## config.mk

```make
export PLATFORM = sky130hd
export DESIGN_NAME = div_scheduler
export DESIGN_NICKNAME = d
export VERILOG_FILES = /design/src/rtl/div_scheduler.sv
export SDC_FILE = /design/constraint.sdc
export NUM_CORES = 1
export LEC_CHECK = 0
export ABC_AREA = 1
export BUFFER_PORTS_ARGS = -buffer_cell sky130_fd_sc_hd__buf_2
export CORE_MARGIN = 8
export CORE_UTILIZATION = 52
export CTS_CLUSTER_SIZE = 8
export DETAILED_ROUTE_END_ITERATION = 16
export PLACE_DENSITY_LB_ADDON = 0.2
export SYNTH_ARGS = -nofsm -noshare
export SYNTH_HDL_FRONTEND = slang
export SYNTH_SLANG_ARGS = --single-unit
```

## constraint.sdc

```tcl
create_clock -name clk -period 3.1 [get_ports clk]
set_input_delay 0.155 -clock clk [delete_from_list [all_inputs] [get_ports clk]]
set_output_delay 0.155 -clock clk [all_outputs]
set_load 0.01 [all_outputs]
```

## src/rtl/div_scheduler.sv

```systemverilog
// div_scheduler: shares one external multi-cycle divider among THREADS
// requesters. Requests are granted round-robin, operands are latched at
// grant, and each request gets exactly one response pulse.
//
// Handshake: a thread raises req_valid[t] with its operands and holds it
// (operands included) until it sees resp_valid[t]. That one-cycle pulse
// marks completion. While the request stays high afterwards the thread is
// not served again; it must drop req_valid[t] for at least one cycle to
// re-arm. The divider side is a one-cycle div_start pulse, operands held
// until completion, and a div_done level that is only looked at in WAIT.
module div_scheduler #(
  parameter int N       = 8,
  parameter int THREADS = 4
) (
  input  logic                 clk,
  input  logic                 reset,
  input  logic [THREADS-1:0]   req_valid,
  input  logic [THREADS*N-1:0] req_dividend,
  input  logic [THREADS*N-1:0] req_divisor,
  output logic [THREADS-1:0]   resp_valid,
  output logic [THREADS*N-1:0] resp_result,
  output logic                 busy,
  output logic                 div_start,
  output logic [N-1:0]         div_dividend,
  output logic [N-1:0]         div_divisor,
  input  logic [N-1:0]         div_result,
  input  logic                 div_done,
  output logic [1:0]           dbg_state
);

  localparam int PW = (THREADS > 1) ? $clog2(THREADS) : 1;

  typedef enum logic [1:0] {
    S_IDLE  = 2'd0,
    S_ISSUE = 2'd1,
    S_WAIT  = 2'd2,
    S_RESP  = 2'd3
  } state_t;

  state_t               state_q;
  logic [PW-1:0]        rr_ptr_q;
  logic [PW-1:0]        grant_q;
  logic [THREADS-1:0]   served_q;
  logic [THREADS-1:0]   served_d;
  logic [N-1:0]         opa_q;
  logic [N-1:0]         opb_q;
  logic                 div_start_q;
  logic [THREADS-1:0]   resp_valid_q;
  logic [THREADS*N-1:0] resp_result_q;

  logic [THREADS-1:0]   eligible;
  logic                 grant_found_d;
  logic [PW-1:0]        grant_d;
  logic [PW-1:0]        rr_ptr_d;
  logic [N-1:0]         sel_dividend;
  logic [N-1:0]         sel_divisor;

  // Round-robin search: first eligible thread at or after rr_ptr, wrapping.
  always_comb begin : grant_search
    int            idx;
    logic [PW-1:0] idx_p;
    eligible      = req_valid & ~served_q;
    grant_found_d = 1'b0;
    grant_d       = '0;
    idx           = 0;
    idx_p         = '0;
    for (int k = 0; k < THREADS; k++) begin
      idx = int'(rr_ptr_q) + k;
      if (idx >= THREADS) idx = idx - THREADS;
      idx_p = PW'(idx);
      if (!grant_found_d && eligible[idx_p]) begin
        grant_found_d = 1'b1;
        grant_d       = idx_p;
      end
    end
  end

  // Operands of the candidate thread and the pointer value after granting it.
  always_comb begin
    sel_dividend = req_dividend[int'(grant_d)*N +: N];
    sel_divisor  = req_divisor[int'(grant_d)*N +: N];
    rr_ptr_d     = (grant_d == PW'(THREADS - 1)) ? '0 : grant_d + 1'b1;
  end

  // A thread becomes served on leaving RESP; dropping its request re-arms it.
  always_comb begin
    served_d = served_q;
    if (state_q == S_RESP) served_d[grant_q] = 1'b1;
    served_d = served_d & req_valid;
  end

  // Scheduler FSM with registered divider and response outputs.
  always_ff @(posedge clk) begin
    if (reset) begin
      state_q       <= S_IDLE;
      rr_ptr_q      <= '0;
      grant_q       <= '0;
      served_q      <= '0;
      opa_q         <= '0;
      opb_q         <= '0;
      div_start_q   <= 1'b0;
      resp_valid_q  <= '0;
      resp_result_q <= '0;
    end else begin
      served_q     <= served_d;
      div_start_q  <= 1'b0;
      resp_valid_q <= '0;
      case (state_q)
        S_IDLE: begin
          if (grant_found_d) begin
            grant_q  <= grant_d;
            rr_ptr_q <= rr_ptr_d;
            opa_q    <= sel_dividend;
            opb_q    <= sel_divisor;
            if (sel_divisor != '0) begin
              state_q     <= S_ISSUE;
              div_start_q <= 1'b1;
            end else begin
              // Divide by zero answers all-ones without touching the divider.
              state_q                            <= S_RESP;
              resp_valid_q                       <= THREADS'(1) << grant_d;
              resp_result_q[int'(grant_d)*N +: N] <= '1;
            end
          end
        end
        S_ISSUE: state_q <= S_WAIT;
        S_WAIT: begin
          if (div_done) begin
            state_q                            <= S_RESP;
            resp_valid_q                       <= THREADS'(1) << grant_q;
            resp_result_q[int'(grant_q)*N +: N] <= div_result;
          end
        end
        S_RESP: state_q <= S_IDLE;
        default: state_q <= S_IDLE;
      endcase
    end
  end

  assign busy         = (state_q != S_IDLE);
  assign div_start    = div_start_q;
  assign div_dividend = opa_q;
  assign div_divisor  = opb_q;
  assign resp_valid   = resp_valid_q;
  assign resp_result  = resp_result_q;
  assign dbg_state    = state_q;

endmodule

```

# --- After elaboration in Yosys (flattened, before gate mapping) ---
# Index checks and enable logic that the tools add are counted.
# W data, S select, Z words.
word_totals:
  reg_bits: 63
  inputBits: 79
classes:
  eq_ne: 7
  n_addsub: 10
  shifts: 8
  n_mux: 39
  n_lt_le_gt_ge: 10
  n_reduce_logical: 15
  n_bitwise: 6
op_table:
  columns: ["cell", "n"]
  rows:
  - ["$mux W32", 3]
  - ["$neg A5 Y33", 2]
  - ["$shift A8 B33 Y32 const A", 2]
  - ["$bwmux W32", 2]
  - ["$pmux W32 S2", 1]
  - ["$shiftx A32 B6 Y8", 2]
  - ["$shiftx A8 B33 Y32", 1]
  - ["$shiftx A8 B33 Y32 const A", 1]
  - ["$mux W2", 12]
  - ["$mux W4", 4]
  - ["$lt A2 B3 Y1 const B", 5]
  - ["$mux W1", 10]
  - ["$ge A3 B3 Y1 const B", 3]
  - ["$and A4 B4 Y4", 2]
  - ["$bmux W1 S2", 4]
  - ["$pmux W2 S4", 1]
  - ["$pmux W4 S2", 1]
  - ["$reduce_bool A8 Y1", 1]
  - ["$shl A1 B2 Y4 const A", 2]
  - ["$sub A2 B1 Y2 const B", 4]
  - ["$add A2 B2 Y3 const B", 2]
  - ["$eq A2 B2 Y1 const B", 3]
  - ["$ne A2 B2 Y1 const B", 3]
  - ["$logic_and A1 B1 Y1", 4]
  - ["15 further kinds", 20]

# --- Longest topological paths before layout ---
depth:
  depth_word: 20
  depth_mapped: 22
  depth_no_buf: 20

# --- Least setup slack after synthesis ---
# Ideal clock, no wire load.
synth_timing:
  path_type: "reg2reg"
  start: "register rr_ptr_q[0]"
  end: "register resp_result_q[0], in the netlist resp_result[0]"
  path_slack_ps: 233
  path_stages_with_launch: 21
  required_ps: 3036
  arrival_time_ps: 2803
  period_less_slack_ps: 2867
  path_cell_list: "dfxtp_1 -> buf_6 -> inv_4 -> nand2_2 -> nand2_2 -> nand3_2 -> nand2_4 -> nand4_2 -> nand2_4 -> nand2_4 -> buf_12 -> clkbuf_4 -> clkinv_1 -> clkbuf_1 -> ha_1 -> nand2_1 -> o21ai_1 -> nand3_4 -> nand2_1 -> inv_1 -> nor2_1"
synth_between:
  elab_chain_cells: 20
  word_cells_on_any_way: 49
  cone_classes: "8 x add/sub; 4 x order compare; 2 x eq/ne; 3 x shift; 24 x mux; 8 x reduce/logical"
synth_lines:
  columns: ["item", "line", "source"]
  rows:
  - ["start: declaration", "41", "logic [PW-1:0] rr_ptr_q;"]
  - ["start signal: assignment", "112", "rr_ptr_q <= rr_ptr_d;"]
  - ["branches (longest 20 deep; another with $add A2 B1 Y3)", null, null]
  - ["end signal: indexed assignment", "131", "resp_result_q[int'(grant_q)*N +: N] <= div_result;"]
  - ["end: declaration", "49", "logic [THREADS*N-1:0] resp_result_q;"]
# Parallel ways; which one is timed is not known. The select of a mux whose other input is x is not followed.
# A chain may end at the register's enable or synchronous reset.

# --- Final worst setup path ---
layout_timing:
  start: "register rr_ptr_q[0]"
  end: "register resp_result_q[8], in the netlist resp_result[8]"
# The elaborated chain is that of the path after synthesis.

==> metrics.yaml <==
outcome:
  status: "completed"
clock_tree:
  cts.htree.levels: 3
  clkTransAtPathRegs_ns: 0.07
  cts_sinks: 63
  root_buffer: "clkbuf_8"
  max-clock-path-buffers: 2
  tritoncts: "yes"
  cts_buffers: 9
  clock_latency_ns: 0.34
  cts_hold_buffers: 0
sta:
  hold_viol: 0
  fin_worst_skew_ns: 0.008281
  post-route-min-period_ns: 2.822
  drv_slew: 0
  worst_pin_slew_ns: 0.5551
  rsz0062_at_grt: "false"
  fin_tns_setup_ns: 0
  whs_ns: 0.07110
  slew_headroom_pct: 62.86
  fmax_mhz: 354.4
  finalCritPeriodShare_pct: 91.03
  setup_viol: 0
global_route:
  grt_pass1_vias: 4461
  antenna_found_initial: 0
  grt.total_usage_pct: 20.37
  grt_start_max_net_pins: 38
  overflow: 0
  grt_pass1_wl_um: 19630
routing:
  drtPass1Iterations: 4
  vias: 4631
  antenna_left: 0
  viasPerCell: 5.072
  wl_met3_um: 1145
  routed-wl-met2_um: 5759
  totalWireLength_um: 12150
  routedWlPerCell_um: 13.31
  highest_layer: "met4"
  routedLengthMet1_um: 4964
  first_iter_violations: 161
  drc_errors: 0
synth:
  syn_avg_cell_area_sq_um: 6.400
  ys_warn_count: 0
  syn_inst: 678
  yosysTopAreaCellShare_pct: 29.07
  yosys.area.top_type: "dfxtp_1"
  ys_seq_elements: 63
  synth_edf_count: 0
  synth_area_sq_um: 4339
  synth_area_leaders: "dfxtp_1, inv_1, nand2_1"
  synth_cell_types: 36
  ys_seq_area_share_pct: 29.07
  syn_nets: 772
  yosysMostFrequentCell: "inv_1"
  yosys-top-cells-count: "inv_1, nand2_1, nor2_1"
  synth_ff_type: "dfxtp_1"
  async_flop_share_pct: 0
power:
  p_int_w: 0.002694
  switching_share_pct: 53.80
  totalPowerFinal_w: 0.005831
  clkPwrFrac_pct: 9.9
  power_density_nw_per_um2: 1116
  leakage_nw: 2.837
  power_frac_seq_pct: 21.6
  p_sw_w: 0.003137
  ir_drop_uv: 637.1
  combPwrFrac_pct: 68.5
worst_setup_path:
  path_class: "reg2reg"
  crit_path_start_kind: "flip-flop"
  worstSetupEndpointType: "flip-flop"
  worstPathArrival_ns: 3.10
  cp_max_fo: 37
  worstPathRequired_ns: 3.38
place:
  io_buffers: 134
  gp_congestion: 0.9353
  dp_hpwl_um: 9067
  postPlaceCellArea_sq_um: 5015
die:
  rows: 33
  die_y_um: 107.4
  start_util_pct: 53.35
  design.core.area_sq_um: 8134
  dieArea_sq_um: 11520
  die_w_um: 107.4
  ioPinCount: 135
run:
  cap_violations: 0
hold_path:
  hp-class: "in2reg"
cells_and_area:
  final_cell_area_sq_um: 5226
  area_delta_synth_final_pct: 20.44
  diodes: 0
  nets: 899
  nFillCells: 766
  post_route_cells_drive_above_1_share_pct: 24.13
power by group through the flow:
| stage | combinational, W | sequential (W) | clock [W] |
|---|---|---|---|
| floorplan | 0.00292 | 0.00136 | 0 |
| global placement | 0.00376 | 0.00126 | 0 |
| detailed placement | 0.00385 | 0.00127 | 0 |
| CTS | 0.00387 | 0.00125 | 0.000600 |
| global route | 0.00453 | 0.00129 | 0.000626 |
| finish | 0.00399 | 0.00126 | 0.000580 |
flip-flops by register name (all words and copies together), names as in the netlist:
name,cells
resp_result,32
div_dividend,8
div_divisor,8
resp_valid,4
served_q,4
dbg_state,2
grant_q,2
rr_ptr_q,2
div_start,1
path summary, 6_finish.rpt:
path / from / endpoint / slack, ns / cells after the start
worst max-delay path: rr_ptr_q[0]$_SDFFE_PP0P_ / resp_result[8]$_SDFFE_PP0P_ / 0.28 / 19
worst min-delay path: req_valid[1] / served_q[1]$_SDFF_PP0_ / 0.07 / 3
worst max register to register: rr_ptr_q[0]$_SDFFE_PP0P_ / resp_result[8]$_SDFFE_PP0P_ / 0.28 / 19
worst min register to register: served_q[1]$_SDFF_PP0_ / served_q[1]$_SDFF_PP0_ / 0.48 / 2
placed cells by master (no fill, tap or decap), drive strengths merged:
| cell | n |
|---|---|
| nor2 | 111 |
| buf | 142 |
| clkinv | 4 |
| nor3 | 3 |
| nand2 | 137 |
| o21bai | 2 |
| a21boi | 1 |
| ha | 15 |
| dfxtp | 63 |
| o32ai | 8 |
| o22ai | 1 |
| a21oi | 31 |
| inv | 138 |
| nand3b | 11 |
| clkbuf | 12 |
| a31oi | 8 |
| nand3 | 50 |
| nand4 | 33 |
| o21ai | 38 |
per-layer routing:
layer | global-route usage (%) | vias to the layer above
met5 | 0 | -
met4 | 6.640 | 0
met3 | 7.006 | 24
met2 | 35.88 | 151
met1 | 22.35 | 2073
li1 | - | 2383
metrics by stage:
step           setup WS, ns  utilization, %  instances
2_1_floorplan        0.2330               -        678
3_3_place_gp         0.2130           61.65        897
3_5_place_dp        0.05452           61.65        897
4_1_cts             0.03034           63.44        911
5_1_grt             0.03051           64.25        913
6_report             0.2782           64.25        913
kinds of logic (layout without fill, tap and decap cells):
group,Yosys count,count (layout),synth area share (%)
simple gates,345,345,38.12
buf+inv,167,296,16.58
flops,63,63,29.07
fa+ha+maj,15,15,4.325
compound gates,88,89,11.91
repair_timing:
item / in CTS / in global routing
buffers inserted: 0 / 1
hold endpoints to repair: 0 / 0
gates resized for setup: 0 / 10
setup endpoints to repair: 0 / 32
final cells by class:
class,count,area (sq um),area share (%)
Inverter,140,528.0,10.10
Clock buffer,12,135.1,2.586
Clock inverter,2,10.01,0.1915
Multi-Input combinational cell,449,2415,46.21
Sequential cell,63,1264,24.18
Timing Repair Buffer,142,743.2,14.22
Tap cell,105,131.4,2.514
critical path, stage by stage, from the launching register on:
cell	delay (ns)
dfxtp_2	0.48
nand3_1	0.19
nand2_1	0.14
nand2_1	0.07
nand2_2	0.15
nand2_4	0.06
nand2_4	0.08
nand2_4	0.14
nand2_8	0.21
nand2_1	0.07
nand3_1	0.07
nand2_1	0.08
nor2_1	0.13
nand2_2	0.09
o21ai_4	0.17
buf_12	0.21
nand3_4	0.14
nand2_1	0.09
inv_1	0.04
nor2_1	0.10
No activity file was read; power rests on OpenSTA's default activity.
